`src/rtl/sender_pkg.sv`:
```
// Shared constants and width helpers for the word-to-byte transmit buffer.
package sender_pkg;

    localparam int BYTE_W_DEFAULT = 8;

    function automatic int nbytes(input int data_w, input int byte_w);
        return data_w / byte_w;
    endfunction

    // A word must split into a whole, non-zero number of bytes.
    function automatic bit widths_ok(input int data_w, input int byte_w);
        return (byte_w > 0) && (data_w % byte_w == 0) && (data_w / byte_w >= 1);
    endfunction

endpackage

```
`src/rtl/sender_word_fifo.sv`:
```
// Circular word FIFO; the head word is readable in the same cycle it becomes
// the oldest entry, so the serialiser sees a new word right after the write edge.
module sender_word_fifo #(
    parameter int DATA_W     = 32,
    parameter int DEPTH_LOG2 = 2
) (
    input  logic                  CLK,
    input  logic                  reset_n,
    input  logic                  flush,
    input  logic                  push,
    input  logic [DATA_W-1:0]     push_data,
    input  logic                  pop,
    output logic [DATA_W-1:0]     head_data,
    output logic [DEPTH_LOG2:0]   count,
    output logic                  full
);
    import sender_pkg::*;

    localparam int DEPTH = 1 << DEPTH_LOG2;

    logic [DATA_W-1:0]     mem [DEPTH];
    logic [DEPTH_LOG2-1:0] head_q, head_d;
    logic [DEPTH_LOG2-1:0] tail_q, tail_d;
    logic [DEPTH_LOG2:0]   count_q, count_d;

    always_comb begin
        head_d  = head_q;
        tail_d  = tail_q;
        count_d = count_q;
        if (flush) begin
            head_d  = '0;
            tail_d  = '0;
            count_d = '0;
        end else begin
            if (push) tail_d = tail_q + 1'b1;
            if (pop)  head_d = head_q + 1'b1;
            case ({push, pop})
                2'b10:   count_d = count_q + 1'b1;
                2'b01:   count_d = count_q - 1'b1;
                default: count_d = count_q;
            endcase
        end
    end

    always_ff @(posedge CLK or negedge reset_n) begin
        if (!reset_n) begin
            head_q  <= '0;
            tail_q  <= '0;
            count_q <= '0;
        end else begin
            head_q  <= head_d;
            tail_q  <= tail_d;
            count_q <= count_d;
        end
    end

    // Storage is deliberately left out of reset so it can map onto RAM.
    always_ff @(posedge CLK) begin
        if (push && !flush) mem[tail_q] <= push_data;
    end

    assign head_data = mem[head_q];
    assign count     = count_q;
    assign full      = (count_q == (DEPTH_LOG2+1)'(DEPTH));

endmodule

```
`src/rtl/sender_buffer_param.sv`:
```
// Transmit buffer: queues words and serialises each into bytes for the UART
// sender over a valid/ready handshake, with overflow and flush support.
module sender_buffer_param
    import sender_pkg::*;
#(
    parameter int DATA_W     = 32,
    parameter int BYTE_W     = BYTE_W_DEFAULT,
    parameter int DEPTH_LOG2 = 2,
    parameter bit MSB_FIRST  = 1'b1
) (
    input  logic                CLK,
    input  logic                reset_n,
    input  logic [DATA_W-1:0]   data,
    input  logic                start,
    input  logic                flush,
    input  logic                sender_ready,
    output logic [BYTE_W-1:0]   output_data,
    output logic                valid,
    output logic                full,
    output logic [DEPTH_LOG2:0] count,
    output logic                overflow
);
    localparam int NB    = nbytes(DATA_W, BYTE_W);
    localparam int IDX_W = (NB > 1) ? $clog2(NB) : 1;
    localparam logic [IDX_W-1:0] LAST_IDX = IDX_W'(NB - 1);

    if (!widths_ok(DATA_W, BYTE_W)) begin : g_bad_widths
        $error("sender_buffer_param: DATA_W must be a non-zero multiple of BYTE_W");
    end

    logic [DATA_W-1:0] head_data;
    logic [BYTE_W-1:0] byte_lane [NB];
    logic [IDX_W-1:0]  byte_idx_q, byte_idx_d;
    logic              overflow_q, overflow_d;
    logic              xfer, last_byte, pop, push, drop;

    for (genvar gi = 0; gi < NB; gi++) begin : g_lane
        if (MSB_FIRST) begin : g_msb
            assign byte_lane[gi] = head_data[DATA_W-1-gi*BYTE_W -: BYTE_W];
        end else begin : g_lsb
            assign byte_lane[gi] = head_data[gi*BYTE_W +: BYTE_W];
        end
    end

    // A pop frees a slot in the same edge, so a full FIFO still accepts a write then.
    assign xfer      = valid && sender_ready && !flush;
    assign last_byte = (byte_idx_q == LAST_IDX);
    assign pop       = xfer && last_byte;
    assign push      = start && !flush && (!full || pop);
    assign drop      = start && !flush && !push;

    always_comb begin
        byte_idx_d = byte_idx_q;
        overflow_d = overflow_q;
        if (flush) begin
            byte_idx_d = '0;
            overflow_d = 1'b0;
        end else begin
            if (xfer) byte_idx_d = last_byte ? '0 : byte_idx_q + 1'b1;
            if (drop) overflow_d = 1'b1;
        end
    end

    always_ff @(posedge CLK or negedge reset_n) begin
        if (!reset_n) begin
            byte_idx_q <= '0;
            overflow_q <= 1'b0;
        end else begin
            byte_idx_q <= byte_idx_d;
            overflow_q <= overflow_d;
        end
    end

    sender_word_fifo #(
        .DATA_W     (DATA_W),
        .DEPTH_LOG2 (DEPTH_LOG2)
    ) u_fifo (
        .CLK       (CLK),
        .reset_n   (reset_n),
        .flush     (flush),
        .push      (push),
        .push_data (data),
        .pop       (pop),
        .head_data (head_data),
        .count     (count),
        .full      (full)
    );

    assign valid       = (count != '0);
    assign output_data = valid ? byte_lane[byte_idx_q] : '0;
    assign overflow    = overflow_q;

endmodule
```
`config.mk`:
```
export PLATFORM = sky130hd
export DESIGN_NAME = sender_buffer_param
export DESIGN_NICKNAME = d
export VERILOG_FILES = /design/src/rtl/sender_pkg.sv /design/src/rtl/sender_word_fifo.sv /design/src/rtl/sender_buffer_param.sv
export SDC_FILE = /design/constraint.sdc
export NUM_CORES = 1
export LEC_CHECK = 0
export ABC_AREA = 1
export BUFFER_PORTS_ARGS = -buffer_cell sky130_fd_sc_hd__buf_2
export CORE_MARGIN = 1.5
export CORE_UTILIZATION = 35
export CTS_CLUSTER_SIZE = 14
export DETAILED_ROUTE_END_ITERATION = 7
export SLEW_MARGIN = 20
export SYNTH_ARGS = -nofsm -noshare
export SYNTH_HDL_FRONTEND = slang
export SYNTH_SLANG_ARGS = --single-unit
```
`constraint.sdc`:
```
create_clock -name CLK -period 5.55 [get_ports CLK]
set_clock_uncertainty 0.15 [all_clocks]
set_input_delay 0.555 -clock CLK [delete_from_list [all_inputs] [get_ports CLK]]
set_output_delay 0.555 -clock CLK [all_outputs]
set_load 0.01 [all_outputs]
```
* Word level (Yosys, flattened, before mapping)
Memory sizes are Yosys's and may differ from the RTL's.
Index checks and enable logic that the tools add are counted.
** Word-level totals
- Memories :: 1
- Flip-flop bits (word level) :: 10
- Output and inout port bits :: 14
- Latch bits :: 0
- ROM bits :: 0
- Memory bits (writable) :: 128
- Logic and storage cells :: 51
- Bits of input ports :: 37
** Cells by class
- Bitwise gates (word level) :: 1
- Eq/ne operators :: 4
- Add/sub/neg operators :: 5
- Divide/modulo/power cells :: 0
- Reduce and logical (&&, ||, !) cells :: 17
- Multiply operators :: 0
- Muxes and demuxes :: 17
- Shift-type cells :: 0
- Magnitude comparators :: 1
** Memories
- u_fifo.mem :: words 4, width 32, read ports 1, clocked after memory_dff 0, write ports 1, RTL line sender_word_fifo.sv:21 : logic [DATA_W-1:0] mem [DEPTH];
** Operators with widths (number)
- 8-bit 2-to-1 mux :: 3
- 8-bit binary-select mux with 2-bit select :: 1
- 2-bit 2-to-1 mux :: 7
- 2-bit nonzero test :: 4
- 1-bit logical AND :: 7
- 2-bit by 1-bit adder with 2-bit output, second input constant :: 3
- 3-bit case mux with 2 select lines :: 1
- 3-bit nonzero test :: 2
- 2-bit equality test, second input constant :: 2
- 1-bit 2-to-1 mux :: 4
- 3-bit by 1-bit adder with 3-bit output, second input constant :: 1
- 3-bit equality test, second input constant :: 1
- 3-bit >= comparator, second input constant :: 1
- 1-bit zero test :: 3
- 3-bit 2-to-1 mux :: 1
- 2-bit inverter with 3-bit output :: 1
- 3-bit by 1-bit subtractor with 3-bit output, second input constant :: 1
- 2-bit by 1-bit equality test with 1-bit output, second input constant :: 1
- 1-bit logical OR :: 1

* Longest topological paths before layout
Gate-level depths: netlist (run 1).
- Depth after elaboration :: 10
- Depth in mapped cells :: 11
- Depth with buffers taken out :: 11

* Cells and area by module
From an unflattened synthesis (run 1), not the netlist that was laid out.
** Unflattened totals
- Cell total of the unflattened synthesis :: 456
- Area, all modules :: 5679.2 µm²
** Modules (own cells, without submodules)
- sender_word_fifo :: times used 1, seq. area each 4018.9 µm², cells an instance 369, area an instance 5186.2 µm²
- sender_buffer_param :: times used 1, seq. area each 75.1 µm², cells an instance 87, area an instance 493.0 µm²

* Worst setup path before layout (run 1)
OpenSTA, ideal clock, no wires.
- Path type :: register -> register
- From :: register u_fifo.count_q[0], in the netlist u_fifo.count[0]
- To :: memory u_fifo.mem[0][0] (enable)
- Buffers on the path :: 0
- Setup time :: 0.421 ns
- Stages on the path, launching flop included :: 7
- Required time :: 4.979 ns
- Period minus slack after synthesis :: 2.987 ns
- Slack :: 2.563 ns
- Data arrival time :: 2.416 ns
- Cell sequence :: dfrtp_1 nor2_2 nand2_2 nand4_2 nand2_1 nand2_1 nor2_1
** On the way
- Longest elaborated chain between the ends :: 9
- Elaborated cells on any way between the ends :: 11
- Classes of those cells :: eq/ne (1); mux (2); reduce/logical (8)
** RTL lines
- from (decl) :: RTL line sender_word_fifo.sv:24 : logic [DEPTH_LOG2:0] count_q, count_d;
- from (signal assigned) :: RTL line sender_word_fifo.sv:53 : count_q <= count_d;
- 3-bit nonzero test :: RTL line sender_buffer_param.sv:89 : assign valid = (count != '0);
- named net valid :: RTL line sender_buffer_param.sv:18 : output logic valid,
- 1-bit logical AND (2 in series) :: RTL line sender_buffer_param.sv:46 : assign xfer = valid && sender_ready && !flush;
- 1-bit logical AND :: RTL line sender_buffer_param.sv:48 : assign pop = xfer && last_byte;
- 1-bit logical OR :: RTL line sender_buffer_param.sv:49 : assign push = start && !flush && (!full || pop);
- 1-bit logical AND :: RTL line sender_buffer_param.sv:49
- 1-bit logical AND :: RTL line sender_word_fifo.sv:59 : if (push && !flush) mem[tail_q] <= push_data;
- 1-bit 2-to-1 mux :: RTL line sender_word_fifo.sv:59
- 1-bit 2-to-1 mux (not written as such) :: RTL line sender_word_fifo.sv:59
- to (decl) :: RTL line sender_word_fifo.sv:21
The timed path passes the listed nets, and every way through them passes these cells.

* Worst setup path in the final report (run 1)
- From :: register u_fifo.head_q[0]
- To :: output output_data[6]
** On the way
- Longest elaborated chain between the ends :: 5
** RTL lines
- from (decl) :: RTL line sender_word_fifo.sv:22 : logic [DEPTH_LOG2-1:0] head_q, head_d;
- from (signal assigned) :: RTL line sender_word_fifo.sv:47 : head_q <= '0;
- from (signal assigned) :: RTL line sender_word_fifo.sv:51 : head_q <= head_d;
- memory 4 x 32 bit
- 8-bit binary-select mux with 2-bit select :: RTL line sender_buffer_param.sv:90 : assign output_data = valid ? byte_lane[byte_idx_q] : '0;
- 8-bit 2-to-1 mux (not written as such) (2 in series) :: RTL line sender_buffer_param.sv:90
- 8-bit 2-to-1 mux :: RTL line sender_buffer_param.sv:90
- to (decl) :: RTL line sender_buffer_param.sv:17 : output logic [BYTE_W-1:0] output_data,
No other way between the ends. The select of a mux whose other input is x is not followed.

==> summary.txt, run 1 <==
Clock network
  – Clock transition at path regs: roughly 60 ps
  – Clock buffer depth: 2
  – Post-CTS sizing: 0
  – TritonCTS clock tree: yes
  – Htree depth: 4
  – Sink Count: 138
  – Clock buffer count from CTS: 17
  – Clock latency on the worst-skew pair: 420 ps
  – CTS Root Cell: clkbuf_16

Power and ir drop
  – Leakage Power: 2.45 nW
  – Sw frac: 21.7%
  – Logic gate share of total power: 4.7%
  – VDD IR max: 0.234 mV
  – Sequential Power Share: between 40% and 50%
  – Pwr Density: 353 nW/um^2
  – Internal Pwr Total: between 1.5 and 2 mW
  – Sw Pwr: 0.517 mW
  – Clock share of power: 45.8%

Timing
  – Setup Viol. Count Final: 0
  – Slew Limit Headroom: 43.8%
  – Hold Vio Cnt, Final: 0
  – Fin crit period: about 3400 ps
  – F_max: 0.295 GHz
  – Unrepaired setup endpoints after global routing: false
  – Setup TNS: 0 ps
  – Hold Slack: 197 ps
  – Final period util: 61.1%
  – Final Max Slew Viols: 0
  – Slew at the pin closest to its max-slew limit: 842 ps

Run status
  – Status: complete, no violations

Detailed routing
  – DRT Wirelength: 13000 um
  – Number of DRC markers in iteration 0: 316
  – DR vias: 3771
  – Antenna Nets Post-Route: 0
  – Routed vias/inst: 4.97
  – DR pass1 iterations: 5
  – Average wire per standard cell: 17.1 um
  – Detailed-route DRC error count: 0

Floorplanning
  – Core area: 15900 um^2
  – Die width: 131 um
  – FP Rows: 46
  – Die H: 131 um
  – Initial Util: a little over a third
  – Top Ports: slightly above 50
  – Area of the die: 17200 um^2

Critical path
  – Reg-to-reg startpoint: byte_idx_q[1]$_DFFE_PN0P_
  – RR Endpoint: u_fifo.mem[2][13]$_DFFE_PP_
  – CP Launch Type: flip-flop
  – Worst EP arrival: 2680 ps
  – Critical path data required time: between 4000 and 5000 ps
  – Crit. End Element: output pin
  – Worst Setup Path Type: flip-flop to output pin
  – Reg2Reg Depth: 6
  – Max FO, Critical Path: 39
  – R2r setup slk: approximately 2900 ps

Synth
  – Gate Count Post-Synth: 477
  – Simple-gate area share of the yosys netlist: between 10% and 20%
  – Post-Synth XOR/XNOR Area: less than 1%
  – Distinct cells, synth: 28
  – Ranking of synthesized cells by area: edfxtp_1 67%, nor2_1 7.8%, dfrtp_1 4.4%
  – Compound-Gate Fraction of Synth Area: between 8 and 9%
  – Adder-Cell Fraction of Synth Area: 1.44%
  – FF+latch count, synth: between 100 and 150
  – Synthesized Nets: 520
  – Avg Cell Area, Syn: approximately 12 um^2
  – Largest family of logic cells by synthesized area: simple AND/OR/NAND/NOR gates
  – Share of the synthesized area in the top cell type: 66.9%
  – Synth Warn #: 0
  – Seq/Total Area, Yosys: 71.2%
  – Multiplexer area fraction after synthesis: 0%
  – Mapped cell area: about 5700 um^2
  – Biggest area consumer among synthesized cells: edfxtp_1

Cells and area
  – Share of cells above drive strength 1: 19.0%
  – Number of antenna diodes: 0
  – # fillers: 1509
  – Post-route insts no fill: 758
  – Most frequent cells in the layout: 128 x edfxtp_1, 115 x nor2_1, 50 x buf_2, 43 x o21ai_0, 42 x nand3_1
  – Commonest non-fill, non-tap cell in the layout: edfxtp_1
  – Fin nets: approximately 570
  – Synth-to-Final Area Change: 17.4%

Place
  – Hpwl dp: around 7800 um
  – PortBufs: 50
  – Placed Cells: 725
  – Placer Congestion: approximately 0.79

Worst hold path
  – Hold endpoint: u_fifo.mem[2][17]$_DFFE_PP_
  – Hold WC Path Type: primary input to flip-flop
  – Hold Crit Depth: 1
  – Min-delay src: data[17]

Global route
  – Vias in the first global route: approximately 3800
  – Gr ovfl total: 0
  – Overall Global Routing Usage: 15.9%
  – Initial antenna violation count: 1
  – Pin count of the biggest net entering global routing: 66
  – First-pass GRT wire length: 20700 um

Job
  – Max Cap Violations: 0
worst max path at each step:
| stage | startpoint | end | slack [ps] |
|---|---|---|---|
| 2_1_floorplan | u_fifo.count[0]$_DFFE_PN0P_ | u_fifo.mem[0][0]$_DFFE_PP_ | 2560 |
| 3_3_place_gp | u_fifo.head_q[0]$_DFFE_PN0P_ | output_data[7] | 2660 |
| 3_5_place_dp | u_fifo.head_q[0]$_DFFE_PN0P_ | output_data[6] | 2570 |
| 4_1_cts | u_fifo.head_q[0]$_DFFE_PN0P_ | output_data[6] | 2120 |
| 5_1_grt | u_fifo.head_q[0]$_DFFE_PN0P_ | output_data[5] | 1900 |
| 6_report | u_fifo.head_q[0]$_DFFE_PN0P_ | output_data[6] | 2160 |
synth_stat cells, drive strengths merged:
library cell	count
edfxtp	128
nor2	120
o21ai	65
nand3	43
nand2	29
buf	20
inv	16
a21oi	11
o211ai	11
dfrtp	10
clkbuf	6
ha	5
nand4	5
clkinv	3
a31oi	1
fa	1
o21a	1
o22ai	1
xor2	1
stage by stage:
step	power (mW)	utilization, %	worst slack [ps]	instance area (um^2)
2_1_floorplan	1.26	-	2560	5750
3_5_place_dp	1.31	38.6	2570	6160
4_1_cts	2.40	42.3	2120	6750
3_3_place_gp	1.31	38.6	2660	6160
6_report	2.38	42.3	2160	6750
5_1_grt	2.46	42.3	1900	6750
per-layer routing:
metal  up-vias  global-route usage, %  part of all wire (%)
met5         -                      0                 0.054
met4         2                   6.74                   1.9
met3        24                   4.82                   4.7
met2        96                   25.5                    49
met1      1855                   20.1                    45
li1       1794                      -                     -
timing repair:
action	CTS	global route
setup buffers	0	0
hold buffers	1	0
hold endpoints to repair	10	0
critical path, cell delays in order, from the launching register on:
cell and delay, ps:
dfrtp_2 400, inv_1 610, buf_4 470, o21ai_0 160, nand3_1 110, nand3_1 100, a21oi_1 220, buf_2 180
sequential cells by signal, summed over array words and instances, names as in the netlist:
name / count
u_fifo.tail_q: 2
byte_idx_q: 2
u_fifo.count: 3
overflow: 1
u_fifo.head_q: 2
u_fifo.mem: 128
final cells by class:
type                            count  area [um^2]  share of cell area [%]
Clock inverter                     15          153                    2.26
Sequential cell                   138         4100                    60.7
Clock buffer                       17          425                    6.30
Tap cell                          216          270                    4.00
Timing Repair Buffer               59          320                    4.75
Multi-Input combinational cell    294         1410                    20.9
Inverter                           19         71.3                    1.06
kinds of logic (layout without fill, tap and decap cells):
logic type               after synthesis  in the layout
adder cells (fa/ha/maj)                6              6
flip-flops                           138            138
AND/OR/NAND/NOR                      197            197
buffers and inverters                 45            110
XOR/XNOR                               1              1
AO/OA/AOI/OAI                         90             90
power groups by stage:
stage	Combinational [mW]	Clock, mW	Sequential, mW
CTS	0.114	1.10	1.18
floorplan	0.0560	0	1.20
finish	0.112	1.09	1.18
detailed placement	0.113	0	1.20
global route	0.126	1.15	1.18
global placement	0.110	0	1.20
(Power assumes the default switching activity.)
==> inputs of run 2 (changes only) <==
Settings changed: ABC_AREA 1 to 0.
Clock period 5.55 ns to 3.5 ns, I/O delays scaled along.
==> run 2 against run 1 <==
Compared with the run above: synthesized cell count shrank 31%; die area shrank 1.0%; largest power group unchanged; area after synthesis shrank 1.1%; flip-flop and latch count is the same; total power grew 61%; first-iteration DRC count shrank 5.7%.
==> summary.txt, run 2 <==
Place
  – Placer Congestion: 0.785 (was 0.786)
  – Placed Cells: 585 (was 725)
  – PortBufs: 50 (unchanged)
  – Hpwl dp: 7230 um (was 7820 um)
  – Pre-CTS setup slack: 865 ps (was 2570 ps)

Timing
  – Hold Vio Cnt, Final: 0 (unchanged)
  – Final period util: 87.0%
  – Unrepaired setup endpoints after global routing: false (unchanged)
  – Slew Limit Headroom: 51.5% (was 43.8%)
  – Setup TNS: 0 ps (unchanged)
  – Slew at the pin closest to its max-slew limit: 726 ps (was 842 ps)
  – Fin crit period: 3050 ps
  – Fin worst setup slack: 454 ps (was 2160 ps)
  – F_max: 0.328 GHz
  – Setup Viol. Count Final: 0 (unchanged)
  – Final Max Slew Viols: 0 (unchanged)

Global route
  – Pin count of the biggest net entering global routing: 36 (was 66)
  – Overall Global Routing Usage: 14.6% (was 15.9%)
  – First-pass GRT wire length: 17700 um (was 20700 um)
  – Initial antenna violation count: 0 (was 1)
  – Gr ovfl total: 0 (unchanged)
  – Vias in the first global route: 3180 (was 3760)

Detailed routing
  – DR top layer: met4 (was met5)
  – Number of DRC markers in iteration 0: 298 (was 316)
  – Detailed-route DRC error count: 0 (unchanged)
  – Average wire per standard cell: 18.0 um (was 17.1 um)
  – Metal2 WL: 5880 um (was 6330 um)
  – DR vias: 3105 (was 3771)
  – DRT Wirelength: 11400 um (was 13000 um)
  – Met3 WL: 407 um (was 611 um)
  – Antenna Nets Post-Route: 0 (unchanged)
  – Metal1 wirelength: 4980 um (was 5800 um)
  – Routed vias/inst: 4.91 (was 4.97)
  – DR pass1 iterations: 4 (was 5)

Synth
  – Seq/Total Area, Yosys: 72.0% (was 71.2%)
  – Ranking of synthesized cells by area: edfxtp_1 68%, mux2i_1 5.5%, dfrtp_1 4.4% (was edfxtp_1 67%, nor2_1 7.8%, dfrtp_1 4.4%)
  – Avg Cell Area, Syn: 17.2 um^2 (was 12.0 um^2)
  – Post-synth top cells: 128 x edfxtp_1, 31 x mux2i_1, 16 x mux2_2, 12 x nand3_1 (was 128 x edfxtp_1, 119 x nor2_1, 43 x o21ai_0, 42 x nand3_1, 28 x nand2_1)
  – Synthesized Nets: 374 (was 520)
  – Distinct cells, synth: 39 (was 28)
  – FF+latch count, synth: 138 (unchanged)
  – Synth Flop Type: edfxtp_1 (unchanged)
  – Most common cell in the synthesized netlist: edfxtp_1 (unchanged)
  – Mapped cell area: 5690 um^2 (was 5750 um^2)
  – Async S/R FF share, synth: 7.25% (unchanged)
  – Biggest area consumer among synthesized cells: edfxtp_1 (unchanged)
  – Share of the synthesized area in the top cell type: 67.6% (was 66.9%)
  – Number of flops mapped to enable cells by yosys: 128 (unchanged)
  – Gate Count Post-Synth: 331 (was 477)
  – Synth Warn #: 0 (unchanged)

Worst hold path
  – Hold WC Path Type: primary input to flip-flop (unchanged)
  – Min-delay src: data[13] (was data[17])
  – Hold endpoint: u_fifo.mem[1][13]$_DFFE_PP_ (was u_fifo.mem[2][17]$_DFFE_PP_)
  – Hold Crit Depth: 1 (unchanged)

Cells and area
  – Number of antenna diodes: 0 (unchanged)
  – Synth-to-Final Area Change: 21.4% (was 17.4%)
  – Most flop-heavy register: u_fifo.mem (unchanged)
  – Max reg flops: 128 (unchanged)
  – Most frequent cells in the layout: 128 x edfxtp_1, 50 x buf_2, 31 x mux2i_1, 17 x clkbuf_16, 16 x mux2_2 (was 128 x edfxtp_1, 115 x nor2_1, 50 x buf_2, 43 x o21ai_0, 42 x nand3_1)
  – Fin nets: 446 (was 572)
  – Post-route insts no fill: 632 (was 758)
  – Share of cells above drive strength 1: 26.7% (was 19.0%)
  – Commonest non-fill, non-tap cell in the layout: edfxtp_1 (unchanged)

Job
  – Max Cap Violations: 0 (unchanged)

Clock network
  – CTS Root Cell: clkbuf_16 (unchanged)
  – Clock buffer count from CTS: 17 (unchanged)
  – Sink Count: 138 (unchanged)
  – CTS Hold Bufs: 15 (was 1)
  – Post-CTS setup repair buffer count: 0 (unchanged)
  – Htree depth: 4 (unchanged)
  – TritonCTS clock tree: yes (unchanged)
  – Clock latency on the worst-skew pair: 410 ps (was 420 ps)
  – Clock transition at path regs: 50 ps (was 60 ps)
  – Clock buffer depth: 2 (unchanged)
  – Post-CTS sizing: 0 (unchanged)

Critical path
  – Critical path launch point: u_fifo.head_q[0]$_DFFE_PN0P_ (unchanged)
  – Crit. End Element: output pin (unchanged)
  – R2r setup slk: 950 ps (was 2900 ps)
  – RR Endpoint: u_fifo.count[2]$_DFFE_PN0P_ (was u_fifo.mem[2][13]$_DFFE_PP_)
  – Max FO, Critical Path: 16 (was 39)
  – Critical path data required time: 3000 ps (was 4850 ps)
  – Worst Setup Path Type: flip-flop to output pin (unchanged)
  – Reg-to-reg startpoint: u_fifo.count[0]$_DFFE_PN0P_ (was byte_idx_q[1]$_DFFE_PN0P_)
  – Reg2Reg Depth: 6 (unchanged)
  – CP Launch Type: flip-flop (unchanged)
  – Worst EP arrival: 2550 ps (was 2680 ps)

Power and ir drop
  – Leakage Power: 2.33 nW (was 2.45 nW)
  – Pwr Density: 555 nW/um^2 (was 353 nW/um^2)
  – VDD IR max: 0.376 mV (was 0.234 mV)

Floorplanning
  – Die width: 130 um (was 131 um)
  – Die H: 130 um (was 131 um)
  – Core area: 15900 um^2 (about the same)
  – Initial Util: 35.8% (was 36.0%)
  – Top Ports: 51 (unchanged)
  – FP Rows: 46 (unchanged)
  – Area of the die: 17000 um^2 (was 17200 um^2)

Run status
  – Status: complete, no violations (unchanged)
-- run 2: routing by layer --
| layer | up-vias | global-route usage (%) |
|---|---|---|
| met4 | 0 | 6.08 |
| li1 | 1450 | - |
| met2 | 60 | 24.2 |
| met5 | - | 0 |
| met3 | 10 | 3.91 |
| met1 | 1585 | 18.2 |
-- run 2: where the power goes --
| group | switching, mW | total, mW | internal (mW) |
|---|---|---|---|
| Clock | 0.647 | 1.73 | 1.08 |
| Combinational | 0.134 | 0.226 | 0.0914 |
| Sequential | 0.0180 | 1.88 | 1.86 |
-- run 2: worst max path at each step --
stage                                       to  depth (start not counted)
finish                          output_data[6]                          4
global route                    output_data[6]                          4
CTS                             output_data[6]                          4
detailed placement              output_data[6]                          4
global placement                output_data[6]                          4
floorplan           u_fifo.mem[0][0]$_DFFE_PP_                          5
-- run 2: cells by family after synthesis --
group	Yosys count	synth area share, %
AO/OA/AOI/OAI	47	5.88
XOR/XNOR	4	0.616
adder cells (fa/ha/maj)	6	1.45
buffers and inverters	23	2.16
flip-flops	138	72.0
multiplexers	56	12.5
AND/OR/NAND/NOR	57	5.37
-- run 2: cell type report --
cell class / instances / area (um^2)
multi-input combinational: 170 / 1470
clock inverter: 12 / 125
timing repair buffer: 73 / 473
sequential: 138 / 4100
tap: 216 / 270
fill: 1464 / 8980
inverter: 3 / 11.3
clock buffer: 20 / 457
-- run 2: per-stage QoR --
step / util [%] / hold slack [ps] / total power, mW / area, um^2
floorplan: - / -95.6 / 2.03 / 5690
global route: 43.4 / 3.69 / 3.97 / 6900
finish: 43.4 / 11.9 / 3.83 / 6900
CTS: 43.4 / 0.0953 / 3.87 / 6900
global placement: 38.8 / 79.9 / 2.12 / 6170
detailed placement: 38.8 / 80.8 / 2.13 / 6170
-- run 2: critical path, stage by stage, from the launching register on --
cell and delay [ps]:
dfrtp_1 800, mux4_1 650, mux2_2 290, a22o_1 250, buf_2 150
==> inputs of run 3 (changes only) <==
Settings changed: CTS_CLUSTER_DIAMETER set to 40, RECOVER_POWER set to 25.
==> run 3 against run 2 <==
Compared with the run above: combinational power about the same; flip-flop and latch count unchanged; sequential power about the same; register-to-register slack about the same; setup slack worse by 1.8 ps; cell count unchanged; global-route usage unchanged.
==> summary.txt, run 3 (synthesized netlist as in run 2, its figures left out) <==
Power and ir drop
  – Leakage Power: 2.28 nW (was 2.33 nW)
  – Internal Pwr Total: 3.03 mW (about the same)
  – Sw Pwr: 0.804 mW (was 0.800 mW)
  – Clock share of power: 45.1% (about the same)
  – Logic gate share of total power: 5.8% (was 5.9%)
  – Power Total: 3.83 mW (about the same)
  – Sw frac: 21.0% (was 20.9%)
  – Sequential Power Share: 49.0% (about the same)
  – Pwr Density: 557 nW/um^2 (was 555 nW/um^2)
  – VDD IR max: 0.382 mV (was 0.376 mV)

Floorplanning
  – Initial Util: 35.8% (unchanged)
  – Area of the die: 17000 um^2 (unchanged)
  – FP Rows: 46 (unchanged)
  – Top Ports: 51 (unchanged)
  – Core area: 15900 um^2 (unchanged)
  – Die H: 130 um (unchanged)
  – Die width: 130 um (unchanged)

Worst hold path
  – Hold Crit Depth: 1 (unchanged)
  – Hold WC Path Type: primary input to flip-flop (unchanged)

Detailed routing
  – Average wire per standard cell: 18.2 um (was 18.0 um)
  – DR vias: 3105 (unchanged)
  – Antenna Nets Post-Route: 0 (unchanged)
  – Routed vias/inst: 4.91 (unchanged)
  – Number of DRC markers in iteration 0: 283 (was 298)
  – DRT Wirelength: 11500 um (was 11400 um)
  – DR pass1 iterations: 4 (unchanged)
  – Detailed-route DRC error count: 0 (unchanged)

Clock network
  – CTS Root Cell: clkbuf_16 (unchanged)
  – Sink Count: 138 (unchanged)
  – Clock transition at path regs: 50 ps (about the same)
  – Post-CTS sizing: 0 (unchanged)
  – Clock buffer depth: 2 (unchanged)
  – Clock latency on the worst-skew pair: 410 ps (about the same)
  – Htree depth: 4 (unchanged)
  – Clock buffer count from CTS: 17 (unchanged)
  – TritonCTS clock tree: yes (unchanged)

Timing
  – F_max: 0.328 GHz (about the same)
  – Final period util: 87.1% (was 87.0%)
  – Hold Slack: 60.6 ps (was 11.9 ps)
  – Fin crit period: 3050 ps (about the same)
  – Final Max Slew Viols: 0 (unchanged)
  – Hold Vio Cnt, Final: 0 (unchanged)
  – Slew Limit Headroom: 51.6% (was 51.5%)
  – Setup Viol. Count Final: 0 (unchanged)
  – Unrepaired setup endpoints after global routing: false (unchanged)
  – Setup TNS: 0 ps (unchanged)
  – Slew at the pin closest to its max-slew limit: 725 ps (was 726 ps)

Critical path
  – Critical path data required time: 3000 ps (about the same)
  – Crit. End Element: output pin (unchanged)
  – Worst Setup Path Type: flip-flop to output pin (unchanged)
  – CP Launch Type: flip-flop (unchanged)
  – Slowest-stage cell, CP: dfrtp_1 (unchanged)
  – Reg2Reg Depth: 6 (unchanged)
  – Worst EP arrival: 2550 ps (about the same)
  – Max FO, Critical Path: 16 (unchanged)
  – Max incr delay on CP: 800 ps (about the same)
  – Critical Path, Cell by Cell: mux4_1 -> mux2_2 -> a22o_1 -> buf_2 (unchanged)

Global route
  – Overall Global Routing Usage: 14.6% (unchanged)
  – First-pass GRT wire length: 17700 um (unchanged)
  – Initial antenna violation count: 0 (unchanged)
  – Gr ovfl total: 0 (unchanged)
  – Pin count of the biggest net entering global routing: 36 (unchanged)
  – Vias in the first global route: 3180 (unchanged)

Cells and area
  – Number of antenna diodes: 0 (unchanged)
  – Most flop-heavy register: u_fifo.mem (unchanged)
  – Synth-to-Final Area Change: 21.0% (was 21.4%)
  – Share of cells above drive strength 1: 22.4% (was 26.7%)
  – Fin nets: 446 (unchanged)
  – Max reg flops: 128 (unchanged)
  – Most frequent cells in the layout: 128 x edfxtp_1, 32 x buf_2, 31 x mux2i_1, 19 x clkbuf_1, 17 x clkbuf_16 (was 128 x edfxtp_1, 50 x buf_2, 31 x mux2i_1, 17 x clkbuf_16, 16 x mux2_2)
  – Commonest non-fill, non-tap cell in the layout: edfxtp_1 (unchanged)
  – # fillers: 1470 (was 1464)

Run status
  – Status: complete, no violations (unchanged)

Place
  – PortBufs: 50 (unchanged)
  – Hpwl dp: 7230 um (unchanged)
  – Placer Congestion: 0.785 (unchanged)

Job
  – Max Cap Violations: 0 (unchanged)
run 3: cell types whose count changed in the layout (fill, tap and decap cells not counted), sizes merged:
| cell | change |
|---|---|
| buf | -18 |
| clkbuf | +18 |
run 3: routing by layer:
layer	GRT usage, %	vias up	routed length, um
met1	18.2	1589	5010
li1	-	1448	-
met4	6.08	0	175
met5	0	-	0
met3	3.91	13	401
met2	24.2	55	5890
run 3: metrics by stage:
step                setup slack [ps]  utilization [%]  cell area [um^2]  cells
finish                           453             43.3              6880    632
global route                     293             43.3              6880    632
CTS                              409             43.4              6900    632
detailed placement               865             38.8              6170    585
global placement                 875             38.8              6170    585
floorplan                        852                -              5690    331
run 3: final cells by class:
type                    instances  area (um^2)  share of cell area (%)
clock buffers                  20          457                    6.64
clock inverters                12          125                    1.82
inverters                       3         11.3                   0.164
multi-input cells             170         1470                    21.4
flip-flops and latches        138         4100                    59.5
well taps                     216          270                    3.93
repair buffers                 73          450                    6.55
run 3: worst paths after layout:
path / startpoint / end / slack (ps)
max in group asynchronous: reset_n / u_fifo.head_q[1]$_DFFE_PN0P_ / 2800
max: u_fifo.head_q[0]$_DFFE_PN0P_ / output_data[6] / 450
min in group asynchronous: reset_n / u_fifo.tail_q[0]$_DFFE_PN0P_ / 180
max reg2reg: u_fifo.count[0]$_DFFE_PN0P_ / u_fifo.count[2]$_DFFE_PN0P_ / 950
min reg2reg: overflow$_DFFE_PN0P_ / overflow$_DFFE_PN0P_ / 350
min: data[13] / u_fifo.mem[2][13]$_DFFE_PP_ / 60
run 3: critical path: cells and delay by family (launching register included):
| family | cells | cell delay [ps] |
|---|---|---|
| muxes | 2 | 940 |
| buffers and inverters | 1 | 150 |
| DFF | 1 | 800 |
| AOI/OAI and AO/OA | 1 | 250 |
run 3: repair_timing:
action,CTS,global route
hold buffers,15,0
hold endpoints to repair,66,0
setup buffers,0,0
run 3: power by group through the flow:
stage / Sequential (mW) / Clock, mW / Combinational, mW
after floorplan: 1.91 / 0 / 0.120
after global placement: 1.91 / 0 / 0.212
after detailed placement: 1.91 / 0 / 0.217
after CTS: 1.88 / 1.75 / 0.231
after global routing: 1.88 / 1.84 / 0.249
final: 1.88 / 1.73 / 0.223
